--- src/rtl/tt_disp_pkg.sv ---
// Shared types and 7-segment encoding for the MM:SS display scanner.
package tt_disp_pkg;

  typedef logic [3:0] bcd_t;
  typedef logic [1:0] digit_idx_t;

  typedef struct packed {
    bcd_t m1;
    bcd_t m0;
    bcd_t s1;
    bcd_t s0;
  } mmss_t;

  // Segment order is {g,f,e,d,c,b,a}
  localparam logic [6:0] SEG_0     = 7'h3F;
  localparam logic [6:0] SEG_1     = 7'h06;
  localparam logic [6:0] SEG_2     = 7'h5B;
  localparam logic [6:0] SEG_3     = 7'h4F;
  localparam logic [6:0] SEG_4     = 7'h66;
  localparam logic [6:0] SEG_5     = 7'h6D;
  localparam logic [6:0] SEG_6     = 7'h7D;
  localparam logic [6:0] SEG_7     = 7'h07;
  localparam logic [6:0] SEG_8     = 7'h7F;
  localparam logic [6:0] SEG_9     = 7'h6F;
  localparam logic [6:0] SEG_BLANK = 7'h00;

  function automatic logic [6:0] seg7_encode(input bcd_t value);
    case (value)
      4'd0:    return SEG_0;
      4'd1:    return SEG_1;
      4'd2:    return SEG_2;
      4'd3:    return SEG_3;
      4'd4:    return SEG_4;
      4'd5:    return SEG_5;
      4'd6:    return SEG_6;
      4'd7:    return SEG_7;
      4'd8:    return SEG_8;
      4'd9:    return SEG_9;
      default: return SEG_BLANK;
    endcase
  endfunction

endpackage

--- src/rtl/bcd_mod_counter.sv ---
// Single BCD digit counting 0..MAX; adds 0..2 per cycle and flags wrap-around as carry.
module bcd_mod_counter
  import tt_disp_pkg::*;
#(
  parameter int unsigned MAX = 9
) (
  input  logic       clk_i,
  input  logic       rst_i,
  input  logic [1:0] inc_i,
  input  logic       clr_i,
  output bcd_t       q_o,
  output logic       carry_o
);

  bcd_t       cnt_q;
  bcd_t       cnt_d;
  logic [4:0] sum;

  // Step never exceeds 2 and the digit stays <= MAX, so one subtraction wraps it
  always_comb begin
    sum     = {1'b0, cnt_q} + {3'b000, inc_i};
    carry_o = 1'b0;
    cnt_d   = sum[3:0];
    if (clr_i) begin
      cnt_d = '0;
    end else if (sum > 5'(MAX)) begin
      carry_o = 1'b1;
      cnt_d   = 4'(sum - 5'(MAX + 1));
    end
  end

  always_ff @(posedge clk_i) begin
    if (rst_i) begin
      cnt_q <= '0;
    end else begin
      cnt_q <= cnt_d;
    end
  end

  assign q_o = cnt_q;

endmodule

--- src/rtl/tt_mmss_display_scanner.sv ---
// BCD MM:SS clock driven by a 1 Hz tick, shown as a time-multiplexed 7-segment digit stream.
module tt_mmss_display_scanner
  import tt_disp_pkg::*;
#(
  parameter int unsigned DWELL_CYCLES = 1024,
  parameter int unsigned BLANK_CYCLES = 256,
  parameter bit          SEG_ACT_LOW  = 1'b0
) (
  input  logic       clk_i,
  input  logic       rst_i,
  input  logic       tick_i,
  input  logic       run_i,
  input  logic       adv_min_i,
  input  logic       clr_sec_i,
  output logic [6:0] seg_o,
  output logic       dp_o,
  output logic [1:0] digit_sel_o
);

  localparam int unsigned CNT_MAX = (DWELL_CYCLES > BLANK_CYCLES) ? DWELL_CYCLES : BLANK_CYCLES;
  localparam int unsigned CNT_W   = (CNT_MAX > 1) ? $clog2(CNT_MAX) : 1;

  localparam logic [CNT_W-1:0] LAST_SHOW  = CNT_W'(DWELL_CYCLES - 1);
  localparam logic [CNT_W-1:0] LAST_BLANK = CNT_W'(BLANK_CYCLES - 1);

  localparam logic [0:0] ST_SHOW  = 1'b0;
  localparam logic [0:0] ST_BLANK = 1'b1;

  localparam logic [6:0] SEG_RST = SEG_ACT_LOW ? ~SEG_0 : SEG_0;
  localparam logic       DP_RST  = !SEG_ACT_LOW;

  mmss_t      timeNow;
  logic       secInc;
  logic       s0Carry;
  logic       s1Carry;
  logic       m0Carry;
  logic       unusedHourCarry;
  logic [1:0] minStep;

  assign secInc  = tick_i & run_i;
  assign minStep = {1'b0, adv_min_i} + {1'b0, s1Carry};

  bcd_mod_counter #(.MAX(9)) u_sec_units (
    .clk_i   (clk_i),
    .rst_i   (rst_i),
    .inc_i   ({1'b0, secInc}),
    .clr_i   (clr_sec_i),
    .q_o     (timeNow.s0),
    .carry_o (s0Carry)
  );

  bcd_mod_counter #(.MAX(5)) u_sec_tens (
    .clk_i   (clk_i),
    .rst_i   (rst_i),
    .inc_i   ({1'b0, s0Carry}),
    .clr_i   (clr_sec_i),
    .q_o     (timeNow.s1),
    .carry_o (s1Carry)
  );

  bcd_mod_counter #(.MAX(9)) u_min_units (
    .clk_i   (clk_i),
    .rst_i   (rst_i),
    .inc_i   (minStep),
    .clr_i   (1'b0),
    .q_o     (timeNow.m0),
    .carry_o (m0Carry)
  );

  // No hours: the wrap out of 59 minutes is simply dropped
  bcd_mod_counter #(.MAX(5)) u_min_tens (
    .clk_i   (clk_i),
    .rst_i   (rst_i),
    .inc_i   ({1'b0, m0Carry}),
    .clr_i   (1'b0),
    .q_o     (timeNow.m1),
    .carry_o (unusedHourCarry)
  );

  logic [0:0]       scanState_q;
  logic [0:0]       scanState_d;
  logic [CNT_W-1:0] dwellCnt_q;
  logic [CNT_W-1:0] dwellCnt_d;
  digit_idx_t       digitSel_q;
  digit_idx_t       digitSel_d;
  logic [6:0]       seg_q;
  logic [6:0]       seg_d;
  logic             dp_q;
  logic             dp_d;
  bcd_t             shownDigit;
  logic [6:0]       segRaw;
  logic             dpRaw;

  always_comb begin
    scanState_d = scanState_q;
    dwellCnt_d  = dwellCnt_q + 1'b1;
    digitSel_d  = digitSel_q;
    case (scanState_q)
      ST_SHOW: begin
        if (dwellCnt_q == LAST_SHOW) begin
          scanState_d = ST_BLANK;
          dwellCnt_d  = '0;
        end
      end
      ST_BLANK: begin
        if (dwellCnt_q == LAST_BLANK) begin
          scanState_d = ST_SHOW;
          dwellCnt_d  = '0;
          digitSel_d  = digitSel_q + 2'd1;
        end
      end
      default: begin
        scanState_d = ST_SHOW;
        dwellCnt_d  = '0;
      end
    endcase
  end

  // Output regs follow the scan state they describe, so each SHOW/BLANK lasts exactly its count
  always_comb begin
    case (digitSel_d)
      2'd0:    shownDigit = timeNow.m1;
      2'd1:    shownDigit = timeNow.m0;
      2'd2:    shownDigit = timeNow.s1;
      default: shownDigit = timeNow.s0;
    endcase
    segRaw = SEG_BLANK;
    dpRaw  = 1'b0;
    if (scanState_d == ST_SHOW) begin
      segRaw = seg7_encode(shownDigit);
      dpRaw  = (digitSel_d == 2'd0);
    end
    seg_d = SEG_ACT_LOW ? ~segRaw : segRaw;
    dp_d  = SEG_ACT_LOW ? ~dpRaw : dpRaw;
  end

  always_ff @(posedge clk_i) begin
    if (rst_i) begin
      scanState_q <= ST_SHOW;
      dwellCnt_q  <= '0;
      digitSel_q  <= '0;
      seg_q       <= SEG_RST;
      dp_q        <= DP_RST;
    end else begin
      scanState_q <= scanState_d;
      dwellCnt_q  <= dwellCnt_d;
      digitSel_q  <= digitSel_d;
      seg_q       <= seg_d;
      dp_q        <= dp_d;
    end
  end

  assign seg_o       = seg_q;
  assign dp_o        = dp_q;
  assign digit_sel_o = digitSel_q;

endmodule

--- config.mk ---
export PLATFORM = sky130hd
export DESIGN_NAME = tt_mmss_display_scanner
export DESIGN_NICKNAME = d
export VERILOG_FILES = /design/src/rtl/tt_disp_pkg.sv /design/src/rtl/bcd_mod_counter.sv /design/src/rtl/tt_mmss_display_scanner.sv
export SDC_FILE = /design/constraint.sdc
export NUM_CORES = 1
export LEC_CHECK = 0
export ABC_CLOCK_PERIOD_IN_PS = 9800
export CAP_MARGIN = 20
export CORE_MARGIN = 2
export CORE_UTILIZATION = 50
export CTS_CLUSTER_DIAMETER = 150
export DETAILED_ROUTE_END_ITERATION = 6
export PLACE_DENSITY = 0.69
export SLEW_MARGIN = 20
export SYNTH_ARGS = -nofsm -noshare
export SYNTH_HDL_FRONTEND = slang
export SYNTH_SLANG_ARGS = --single-unit
export TNS_END_PERCENT = 5
--- constraint.sdc ---
create_clock -name clk_i -period 9.8 [get_ports clk_i]
set_input_delay 1.47 -clock clk_i [delete_from_list [all_inputs] [get_ports clk_i]]
set_output_delay 1.47 -clock clk_i [all_outputs]
set_load 0.05 [all_outputs]
==> flow_summary_export.csv, run 1 <==
group,metric,value,unit
clock_network,path_clk_slew,80,ps
detailed_routing,avgViaCountPerCell,5.67,
final_layout,fin_area,2580,um2
pwr,vdd_ir_drop_max,0.0728,mV
clock_network,clockBufferDepth,2,
synth,synth_cell_types,65,
detailed_routing,drt-initial-drc-count,87,
setup_path,cp_slowest_stage_delay,540,ps
synth,synth_top_area_cell,"dfxtp_1",
final_layout,layout-drive-gt1-share,9.67,%
final_layout,antenna_cells,0,
clock_network,clock_latency,290,ps
worst_hold_path,min_path_type,"reg2reg",
die,die_x,71.9,um
timing,setup_viol,0,
timing,fin_worst_skew,10.3,ps
final_layout,nets,295,
flow_run,maxCapViolCount,0,
final_layout,post-route-util,58.4,%
clock_network,cts_setup_buffers,0,
synth,synth_top_area_share,32.1,%
clock_network,cts_resized,0,
die,coreArea,4410,um2
clock_network,cts_buffers,5,
global_routing,grt_max_degree,22,
synth,synth_cells,256,
placed_design,hpwl,3270,um
synth,avgSynthCellArea,9.02,um2
timing,tightest_slew,846,ps
timing,hold_violations,0,
detailed_routing,route.vias.total,1819,
pwr,leakagePower,1.05,nW
timing,rsz0062_at_grt,"no",
timing,slew_headroom,43.4,%
placed_design,place_inst,313,
final_layout,syn_to_final_growth,11.6,%
timing,setup_tns,0,ps
die,die_h,71.9,um
detailed_routing,drc,0,
placed_design,portBuffers,15,
placed_design,place_area,2470,um2
global_routing,grt_remaining_overflow,0,
setup_path,cp-start-kind,"input port",
pwr,p_per_area,112,nW/um2
setup_path,crit_slowest_cell,"a211oi_1",
setup_path,crit_fanout,5,
setup_path,critPathTopFamily,"adder cells",
clock_network,ctsHoldBuffers,0,
clock_network,clockRootBuffer,"clkbuf_8",
clock_network,cts_tree,"done",
global_routing,grt_pass1_vias,1693,
timing,slew_viol_final,0,
setup_path,endpoint_kind,"flip-flop",
setup_path,crit_buf_inv,3,
detailed_routing,dr.pass1.iters,4,
detailed_routing,ant_nets,0,
placed_design,place_congestion,0.783,
die,start_util,52.3,%
synth,synth.area.top_cells,"dfxtp_1 32%, ha_1 11%, nor2_1 6.0%, xnor2_1 4.6%, xor2_1 3.0%",
synth,ys_seq_elements,37,
timing,clock.fmax,121,MHz
synth,syn_nets,283,
setup_path,critPathRequiredTime,9950,ps
synth,synthArstFlopShare,0,%
setup_path,critPathArrivalTime,8390,ps
clock_network,htree_num_levels,2,
clock_network,clock_sinks,37,
detailed_routing,drt_wl_total,4390,um
synth,synth-edff-count,0,
synth,seq_area_frac_synth,32.1,%
status,outcome,"finished, final reports clean",
synth,synthFlopType,"dfxtp_1",
synth,synth_area,2310,um2
pwr,p_total,288,uW
global_routing,antenna_found_initial,0,
global_routing,grt_pass1_wl,7600,um
setup_path,crit_top_cell,"ha_1",
setup_path,path_class,"in2reg",
timing,layout_min_cycle_time,8240,ps
die,dieArea,5180,um2
die,num_rows,24,
die,ios,16,
timing,fin_crit_sh,84.1,%
final_layout,final_cells,321,
synth,synth.top_cells.by_count,"37 x dfxtp_1, 37 x nor2_1, 20 x ha_1",
global_routing,gr-usage-all-layers,18.5,%
detailed_routing,routedWlPerCell,13.7,um
synth,ys_warn_count,0,
layout make-up:
cell class              instances  area (um2)
flip-flops and latches         37         741
well taps                      52        65.1
clock buffers                   7        96.3
inverters                      15        56.3
multi-input cells             194        1460
fillers                       431        1840
repair buffers                 15         150
clock inverters                 1        5.00
power breakdown:
part,total (mW),switching (mW),internal (mW)
clock network,0.116,0.0528,0.0636
registers,0.154,0.00161,0.152
logic,0.0173,0.00911,0.00819
layout by cell type, fill, tap and decap left out, drive strengths merged, types with 7 or more instances in the layout:
| master | n |
|---|---|
| nor2 | 38 |
| dfxtp | 37 |
| ha | 20 |
| clkdlybuf4s50 | 15 |
| inv | 15 |
| xnor2 | 12 |
| nand2 | 10 |
| o21ai | 10 |
| nand3 | 9 |
| xor2 | 8 |
| clkbuf | 7 |
registers in the layout (all words and copies together) (netlist names):
register and count:
dwellCnt_q 10, u_min_tens.q_o 4, u_sec_tens.q_o 4, u_sec_units.q_o 4, u_min_units.q_o 4, seg_o 7
scanState_q 1, digit_sel_o 2, dp_o 1
worst paths after layout:
kind         cells after the start  slack, ps                           from                      endpoint
min reg2reg                      1        450       dwellCnt_q[0]$_SDFF_PP0_      dwellCnt_q[0]$_SDFF_PP0_
max                             34       1560                         tick_i  u_min_tens.q_o[1]$_SDFF_PP0_
max reg2reg                     32       2960  u_sec_units.q_o[0]$_SDFF_PP0_  u_min_tens.q_o[1]$_SDFF_PP0_
min                              1        450       dwellCnt_q[0]$_SDFF_PP0_      dwellCnt_q[0]$_SDFF_PP0_
worst register-to-register path, delay by kind of cell, from the launching register on:
kind                       cells  cell delay, ps
DFF                            1             320
xor gates and xnor gates       3             610
adders and majority gates     11            2690
AOI/OAI and AO/OA              9            1820
buffers and inverters          2             220
and+or+nand+nor                7            1060
cell families after synthesis:
family                     Yosys count  share of synthesized area, %
AOI/OAI and AO/OA                   56                          20.2
xor gates and xnor gates            20                          7.59
muxes                                7                          3.14
buffers and inverters               25                          4.55
adders and majority gates           21                          11.7
and+or+nand+nor                     90                          20.7
DFF                                 37                          32.1
per-layer routing:
layer	part of all wire [%]	vias to the layer above	global-route usage [%]	wire, um
met5	0	-	0	0
met2	46	22	30.6	2030
li1	-	945	-	-
met4	0.96	0	5.66	42
met1	50	847	24.5	2200
met3	2.5	5	3.75	109
per-stage QoR:
stage	setup WS [ps]	hold WS, ps
6_report	1560	455
3_5_place_dp	1250	444
4_1_cts	1540	457
5_1_grt	940	474
2_1_floorplan	2440	418
3_3_place_gp	1350	430
No activity file was read; power rests on OpenSTA's default activity.
==> inputs of run 2 (changes only) <==
--- a/config.mk
+++ b/config.mk
@@ -5,7 +5,7 @@
 export SDC_FILE = /design/constraint.sdc
 export NUM_CORES = 1
 export LEC_CHECK = 0
-export ABC_CLOCK_PERIOD_IN_PS = 9800
+export ABC_CLOCK_PERIOD_IN_PS = 7600
 export CAP_MARGIN = 20
 export CORE_MARGIN = 2
 export CORE_UTILIZATION = 50
==> constraint.sdc (replaced) <==
create_clock -name clk_i -period 7.6 [get_ports clk_i]
set_input_delay 1.14 -clock clk_i [delete_from_list [all_inputs] [get_ports clk_i]]
set_output_delay 1.14 -clock clk_i [all_outputs]
set_load 0.05 [all_outputs]
==> flow_summary_export.csv, run 2 (synthesis gave the netlist of run 1 again) <==
group,metric,value,unit
status,outcome,"finished, final reports clean",
global_routing,grt_remaining_overflow,0,
global_routing,grt_busiest_layer,"met2",
die,dieArea,5180,um2
pwr,power.share.switching,23.4,%
final_layout,multi_input_area,1480,um2
clock_network,path_clk_slew,70,ps
clock_network,ctsHoldBuffers,0,
clock_network,cts_buffers,5,
global_routing,gr-usage-all-layers,18.5,%
detailed_routing,drt-initial-drc-count,83,
pwr,combPwrFrac,6.7,%
flow_run,maxCapViolCount,0,
die,num_rows,24,
timing,fin_crit_sh,94.2,%
timing,clock.fmax,140,MHz
die,die_h,71.9,um
detailed_routing,avgViaCountPerCell,5.59,
clock_network,cts_setup_buffers,0,
timing,tightest_slew,826,ps
timing,setup_tns,0,ps
final_layout,fin_area,2620,um2
timing,fin_worst_skew,6.82,ps
timing,slew_headroom,44.8,%
clock_network,clockBufferDepth,2,
setup_path,critPathArrivalTime,7300,ps
clock_network,clockRootBuffer,"clkbuf_8",
timing,setup_viol,0,
setup_path,crit_slowest_cell,"fa_1",
placed_design,hpwl,3250,um
setup_path,path_class,"in2reg",
global_routing,grt_pass1_vias,1737,
pwr,leakagePower,1.07,nW
global_routing,antenna_found_initial,0,
placed_design,place_congestion,0.766,
detailed_routing,drt_wl_total,4350,um
placed_design,portBuffers,15,
detailed_routing,routedWlPerCell,13.3,um
die,ios,16,
detailed_routing,route.vias.total,1829,
worst_hold_path,min_path_type,"reg2reg",
clock_network,clock_sinks,37,
final_layout,regMostFlops,"dwellCnt_q",
die,die_x,71.9,um
global_routing,grtUsageMet1,23.6,%
final_layout,final_cell_mix,"37 x nor2_1, 37 x dfxtp_1, 20 x ha_1",
global_routing,grt_pass1_wl,7670,um
setup_path,cp-start-kind,"input port",
setup_path,endpoint_kind,"flip-flop",
die,start_util,52.3,%
pwr,p_per_area,135,nW/um2
setup_path,crit_fanout,4,
final_layout,largest_reg_flops,10,
setup_path,critPathTopFamily,"adder cells",
final_layout,syn_to_final_growth,13.4,%
pwr,internal_power,272,uW
timing,rsz0062_at_grt,"no",
final_layout,num-fill-cells,411,
final_layout,regArea,741,um2
global_routing,use_met2,30.3,%
pwr,p_sw,82.9,uW
timing,whs,455,ps
setup_path,critPathRequiredTime,7750,ps
pwr,seq_power_share,56.0,%
setup_path,crit_buf_inv,3,
clock_network,htree_num_levels,2,
final_layout,nets,301,
timing,layout_min_cycle_time,7160,ps
die,coreArea,4410,um2
setup_path,crit_top_cell,"ha_1",
final_layout,layout-drive-gt1-share,12.4,%
placed_design,place_area,2520,um2
detailed_routing,ant_nets,0,
global_routing,grt_max_degree,22,
pwr,pwr-share-clk,37.3,%
clock_network,cts_tree,"done",
pwr,vdd_ir_drop_max,0.119,mV
detailed_routing,drc,0,
timing,hold_violations,0,
setup_path,cp_slowest_stage_delay,400,ps
detailed_routing,dr.pass1.iters,4,
final_layout,antenna_cells,0,
global_routing,met3_usage,4.31,%
pwr,p_total,354,uW
clock_network,clock_latency,290,ps
timing,slew_viol_final,0,
==> run 2: cell types whose count changed in the layout (fill, tap and decap cells not counted), sizes merged <==
cell	previous run	this run
buf	0	6
clkbuf	7	6
clkinv	1	2
==> run 2: final timing paths <==
check,cells past startpoint,start,endpoint,slack [ps]
worst min register to register,1,dwellCnt_q[0]$_SDFF_PP0_,dwellCnt_q[0]$_SDFF_PP0_,450
worst max register to register,33,u_sec_units.q_o[0]$_SDFF_PP0_,u_min_tens.q_o[1]$_SDFF_PP0_,1490
worst max-delay path,35,tick_i,u_min_tens.q_o[1]$_SDFF_PP0_,440
worst min-delay path,1,dwellCnt_q[0]$_SDFF_PP0_,dwellCnt_q[0]$_SDFF_PP0_,450
==> run 2: area by class of cell <==
class / count / area share [%]
clock inverters: 2 / 0.382
multi-input cells: 194 / 56.5
inverters: 15 / 2.15
well taps: 52 / 2.49
repair buffers: 21 / 7.46
clock buffers: 6 / 2.77
flip-flops and latches: 37 / 28.3
==> run 2: layer usage <==
layer | vias up | wire (um)
li1 | 955 | -
met1 | 840 | 2170
met2 | 27 | 2000
met3 | 7 | 124
met4 | 0 | 59
met5 | - | 0
==> run 2: metrics by stage <==
step / util (%) / setup slack (ps) / cells
finish: 59.3 / 442 / 327
detailed placement: 57.1 / 13.0 / 319
floorplan: - / 575 / 256
global placement: 57.1 / 24.5 / 319
CTS: 59.0 / 277 / 327
global route: 59.3 / 7.16 / 327
==> run 2: timing repair <==
item                                   4_1_cts  5_1_grt
endpoints found under the hold margin        0        0
setup endpoints to repair                    0        3
gates resized for setup                      0        3
==> run 2: power groups by stage <==
stage,Clock [mW],Sequential (mW),Combinational (mW)
final,0.132,0.199,0.0238
after global routing,0.143,0.199,0.0274
after CTS,0.134,0.199,0.0238
after detailed placement,0,0.203,0.0236
after global placement,0,0.203,0.0233
after floorplan,0,0.203,0.0161
==> RTL change 1, RTL diff (config.mk and constraints of run 2) <==
`SEG_ACT_LOW`: 1'b0 -> 1'b1.
--- a/src/rtl/tt_mmss_display_scanner.sv
+++ b/src/rtl/tt_mmss_display_scanner.sv
@@ -4,7 +4,7 @@
 #(
   parameter int unsigned DWELL_CYCLES = 1024,
   parameter int unsigned BLANK_CYCLES = 256,
-  parameter bit          SEG_ACT_LOW  = 1'b0
+  parameter bit          SEG_ACT_LOW  = 1'b1
 ) (
   input  logic       clk_i,
   input  logic       rst_i,
Formal check against the unedited RTL: not equivalent (a bounded check fails within 4 cycles, from zero or initial values and one cycle with rst_i high).
==> RTL change 1 against run 2 <==
Sequential cell count stayed put; setup slack gained 11 ps; hold slack lost 2.3 ps; via count grew 4.9%; die area is 1.3% higher; wire length grew 4.4%; highest routed layer unchanged; total power decreased by 1.6%; count of clock-buffer cells in the layout increased by 2; synthesized area grew 1.4%; final cell count up 2.1%; critical path depth is 4 lower; clock skew fell by 4.8 ps; design area is 0.14% lower.
==> RTL change 1: results (changes against run 2) <==
metric	value	unit	change
outcome	finished clean		
Hold WS	452	ps	-2.26 ps
vias in the first global route	1798		+3.5%
Iter 0 DRT Violations	92		+11%
crit path time final	7150	ps	-11.4 ps
GP Congestion	0.831		+8.4%
Synth top cells by count	dfxtp_1 (37), nor2_1 (30), ha_1 (20)		
gr usage total	19.0	%	+0.53 points
Synth area leaders	dfxtp_1 (32%), ha_1 (11%), xor2_1 (4.9%)		
Compound-Gate Fraction of Synth Area	15.5	%	-4.7 points
worst IR drop on VDD	0.123	mV	+4.1%
register area share after synthesis	31.7	%	-0.43 points
dpl hpwl	3.45	mm	+6.3%
post-synthesis xor/xnor area fraction	8.61	%	+1.0 points
total combinational power	20.4	uW	-14%
max_slew headroom	47.0	%	+2.2 points
Non-CTS buffers	18		-14%
Syn Inst Count	265		+3.5%
Placed Area	0.00252	mm^2	about the same
vias per inst	5.75		+2.7%
multi-input gates	207		+6.7%
Netlist cell types	58		-11%
Signal buf overhead	6.61	%	-0.85 points
reg2reg path depth	29		-12%
clk_skew	2.04	ps	-4.78 ps
area of the multi-input gates	0.00151	mm^2	+2.2%
wire length of the first global-routing pass	7.94	mm	+3.5%
post-synthesis mux area share	4.87	%	+1.7 points
clock buffers	8		+2
fraction of the mapped netlist area in adder cells	11.6	%	-0.16 points
internal power	271	uW	-0.10%
pre-CTS setup slack	51.5	ps	+38.5 ps
share of cells above drive strength 1	7.09	%	-5.3 points
final net count	308		+2.3%
largest net degree at the start of global routing	25		+14%
Synthesized Nets	292		+3.2%
Post-Route WL	4.54	mm	+4.4%
pwr/cell area	133	mW/mm^2	-1.4%
Leak Pwr	1.03	nW	-3.2%
placed cell count	326		+2.2%
fillers	431		+4.9%
FF-to-FF End	u_min_tens.q_o[2]$_SDFF_PP0_		
Final Core Density	58.8	%	-0.49 points
wire per inst	13.6	um	+2.2%
critical-path maximum fanout	6		+2
Core Box Area	0.00444	mm^2	+0.68%
ClkCell Share	3.06	%	-0.091 points
-- RTL change 1: layer usage --
metal / wire, um / vias up / GRT usage (%) / share of wire (%)
li1: - / 983 / - / -
met1: 2160 / 897 / 24.7 / 47
met2: 2160 / 32 / 32.2 / 48
met3: 176 / 7 / 4.03 / 3.9
met4: 44 / 0 / 4.94 / 0.97
met5: 0 / - / 0 / 0
-- RTL change 1: worst max-delay path by stage --
| stage | end |
|---|---|
| 4_1_cts | u_min_tens.q_o[2]$_SDFF_PP0_ |
| 6_report | u_min_tens.q_o[2]$_SDFF_PP0_ |
| 3_5_place_dp | u_min_tens.q_o[2]$_SDFF_PP0_ |
| 3_3_place_gp | u_min_tens.q_o[2]$_SDFF_PP0_ |
| 2_1_floorplan | u_min_tens.q_o[2]$_SDFF_PP0_ |
| 5_1_grt | u_min_tens.q_o[2]$_SDFF_PP0_ |
==> RTL change 2, RTL diff (config.mk and constraints of run 2) <==
Without the edit above. Reset style: asynchronous (`rst_i`), changed in 2 clocked blocks.
--- a/src/rtl/bcd_mod_counter.sv
+++ b/src/rtl/bcd_mod_counter.sv
@@ -29,7 +29,7 @@
     end
   end
 
-  always_ff @(posedge clk_i) begin
+  always_ff @(posedge clk_i or posedge rst_i) begin
     if (rst_i) begin
       cnt_q <= '0;
     end else begin
--- a/src/rtl/tt_mmss_display_scanner.sv
+++ b/src/rtl/tt_mmss_display_scanner.sv
@@ -134,7 +134,7 @@
     dp_d  = SEG_ACT_LOW ? ~dpRaw : dpRaw;
   end
 
-  always_ff @(posedge clk_i) begin
+  always_ff @(posedge clk_i or posedge rst_i) begin
     if (rst_i) begin
       scanState_q <= ST_SHOW;
       dwellCnt_q  <= '0;
Check against the original RTL: no difference found for any inputs over 10 cycles, from zero or initial values and one cycle with rst_i high; that may be too few to reach the edited logic, so the function may still have changed.
==> RTL change 2 against run 2 <==
Sequential cell count unchanged; hold slack better by 13 ps; wire length down 7.6%; count of clock-buffer cells in the layout is 2 higher; synthesized area grew 0.98%; synthesized cell count down 9.4%; via count shrank 8.4%; setup slack better by 140 ps; design area shrank 0.19%.
Power is not compared: it rests on default switching activity, and its combinational part moved more than twofold at a synthesized area within 25%.
==> RTL change 2: results (changes against run 2) <==
metric	value	unit	change
outcome	finished clean		
met2 Use GR	28.0	%	-2.3 points
Hold Crit Start	dwellCnt_q[0]$_DFF_PP0_		
max_slew headroom	44.0	%	-0.75 points
Synth Area per Inst	10.0	um^2	+11%
wire length of the first global-routing pass	7.19	mm	-6.3%
vias in the first global route	1616		-7.0%
Placed Area	0.00252	mm^2	about the same
n_diodes	0		unchanged
share of cells above drive strength 1	11.5	%	-0.86 points
dpl hpwl	2.96	mm	-8.7%
fraction of registers with async set/reset	100	%	+100 points
Synth top cells by count	dfrtp_1 (30), ha_1 (19), nor2_1 (18)		
Reg2Reg Setup Slack	1530	ps	+40 ps
reg2reg start	u_sec_units.q_o[0]$_DFF_PP0_		
final net count	277		-8.0%
critical-path maximum fanout	6		+2
Hold Crit Endpoint	dwellCnt_q[0]$_DFF_PP0_		
gr usage total	17.7	%	-0.85 points
Metal-1 WL	1.93	mm	-11%
post-synthesis mux area share	9.45	%	+6.3 points
pre-CTS setup slack	306	ps	+293 ps
Synthesized Nets	258		-8.8%
vias per inst	5.51		-1.5%
Synth area leaders	dfrtp_1 (32%), ha_1 (10%), dfstp_2 (7.9%)		
reg2reg path depth	29		-12%
placed cell count	296		-7.2%
First-pass DRT Iterations	4		unchanged
DR top layer	met4		
Iter 0 DRT Violations	75		-9.6%
fraction of the mapped netlist area in adder cells	11.1	%	-0.65 points
met1 Use GR	23.2	%	-0.44 points
clk_skew	7.11	ps	+0.291 ps
wire per inst	13.2	um	-0.64%
Netlist cell types	44		-32%
Hold WS	467	ps	+12.6 ps
FF-to-FF End	u_min_tens.q_o[2]$_DFF_PP0_		
Compound-Gate Fraction of Synth Area	10.7	%	-9.5 points
Storage cell area	935	um^2	+26%
post-synthesis xor/xnor area fraction	7.14	%	-0.45 points
met3 WL	204	um	+65%
met2 WL	1.82	mm	-8.9%
Most Used Layer, Global Route	met2		
largest net degree at the start of global routing	38		+73%
top_reg_cell synth	dfrtp_1		
Hold Path Cell Cnt	1		unchanged
Post-Route WL	4.02	mm	-7.6%
GP Congestion	0.923		+20%
Leak Pwr	1.09	nW	
register area share after synthesis	40.1	%	+8.0 points
fillers	393		-4.4%
Critical Path AT	7230	ps	-70 ps
-- RTL change 2: changes by cell type after synthesis, sizes merged, moves of 5 or more --
cell,change
clkbuf,-5
dfstp,+7
nor2,-20
dfrtp,+30
a21oi,+5
dfxtp,-37
nand2,+7
nand3,+7
mux4,+5
-- RTL change 2: worst max path at each step --
stage | start | end | slack [ps] | depth (start not counted)
floorplan | tick_i | u_min_tens.q_o[2]$_DFF_PP0_ | 1190 | 29
global placement | tick_i | u_min_tens.q_o[2]$_DFF_PP0_ | 490 | 31
detailed placement | tick_i | u_min_tens.q_o[2]$_DFF_PP0_ | 310 | 31
CTS | tick_i | u_min_tens.q_o[2]$_DFF_PP0_ | 580 | 31
global route | tick_i | u_min_tens.q_o[2]$_DFF_PP0_ | 7 | 31
finish | tick_i | u_min_tens.q_o[2]$_DFF_PP0_ | 580 | 31
-- RTL change 2: worst reg2reg max path, delay by kind of cell (launching register included) --
kind            cells  cell delay, ps
simple gates        5             760
fa+ha+maj          10            2590
compound gates      9            1510
xor+xnor            2             390
buf+inv             3             340
flops               1             410
-- RTL change 2: cell families after synthesis --
logic type               Yosys count
AO/OA/AOI/OAI                     42
XOR/XNOR                          19
adder cells (fa/ha/maj)           20
buffers and inverters             20
flip-flops                        37
multiplexers                      15
AND/OR/NAND/NOR                   79
-- RTL change 2: final cells by class --
class,instances,area share (%)
Multi-Input combinational cell,175,49.8
Tap cell,52,2.49
Timing Repair Buffer,17,6.32
Clock buffer,8,3.45
Sequential cell,37,35.8
Inverter,15,2.16
-- RTL change 2: power breakdown --
part	switching, mW	leakage [nW]	internal [mW]
registers	0.0266	0.463	0.245
logic	0.205	0.584	0.152
clock network	0.0679	0.0455	0.0740
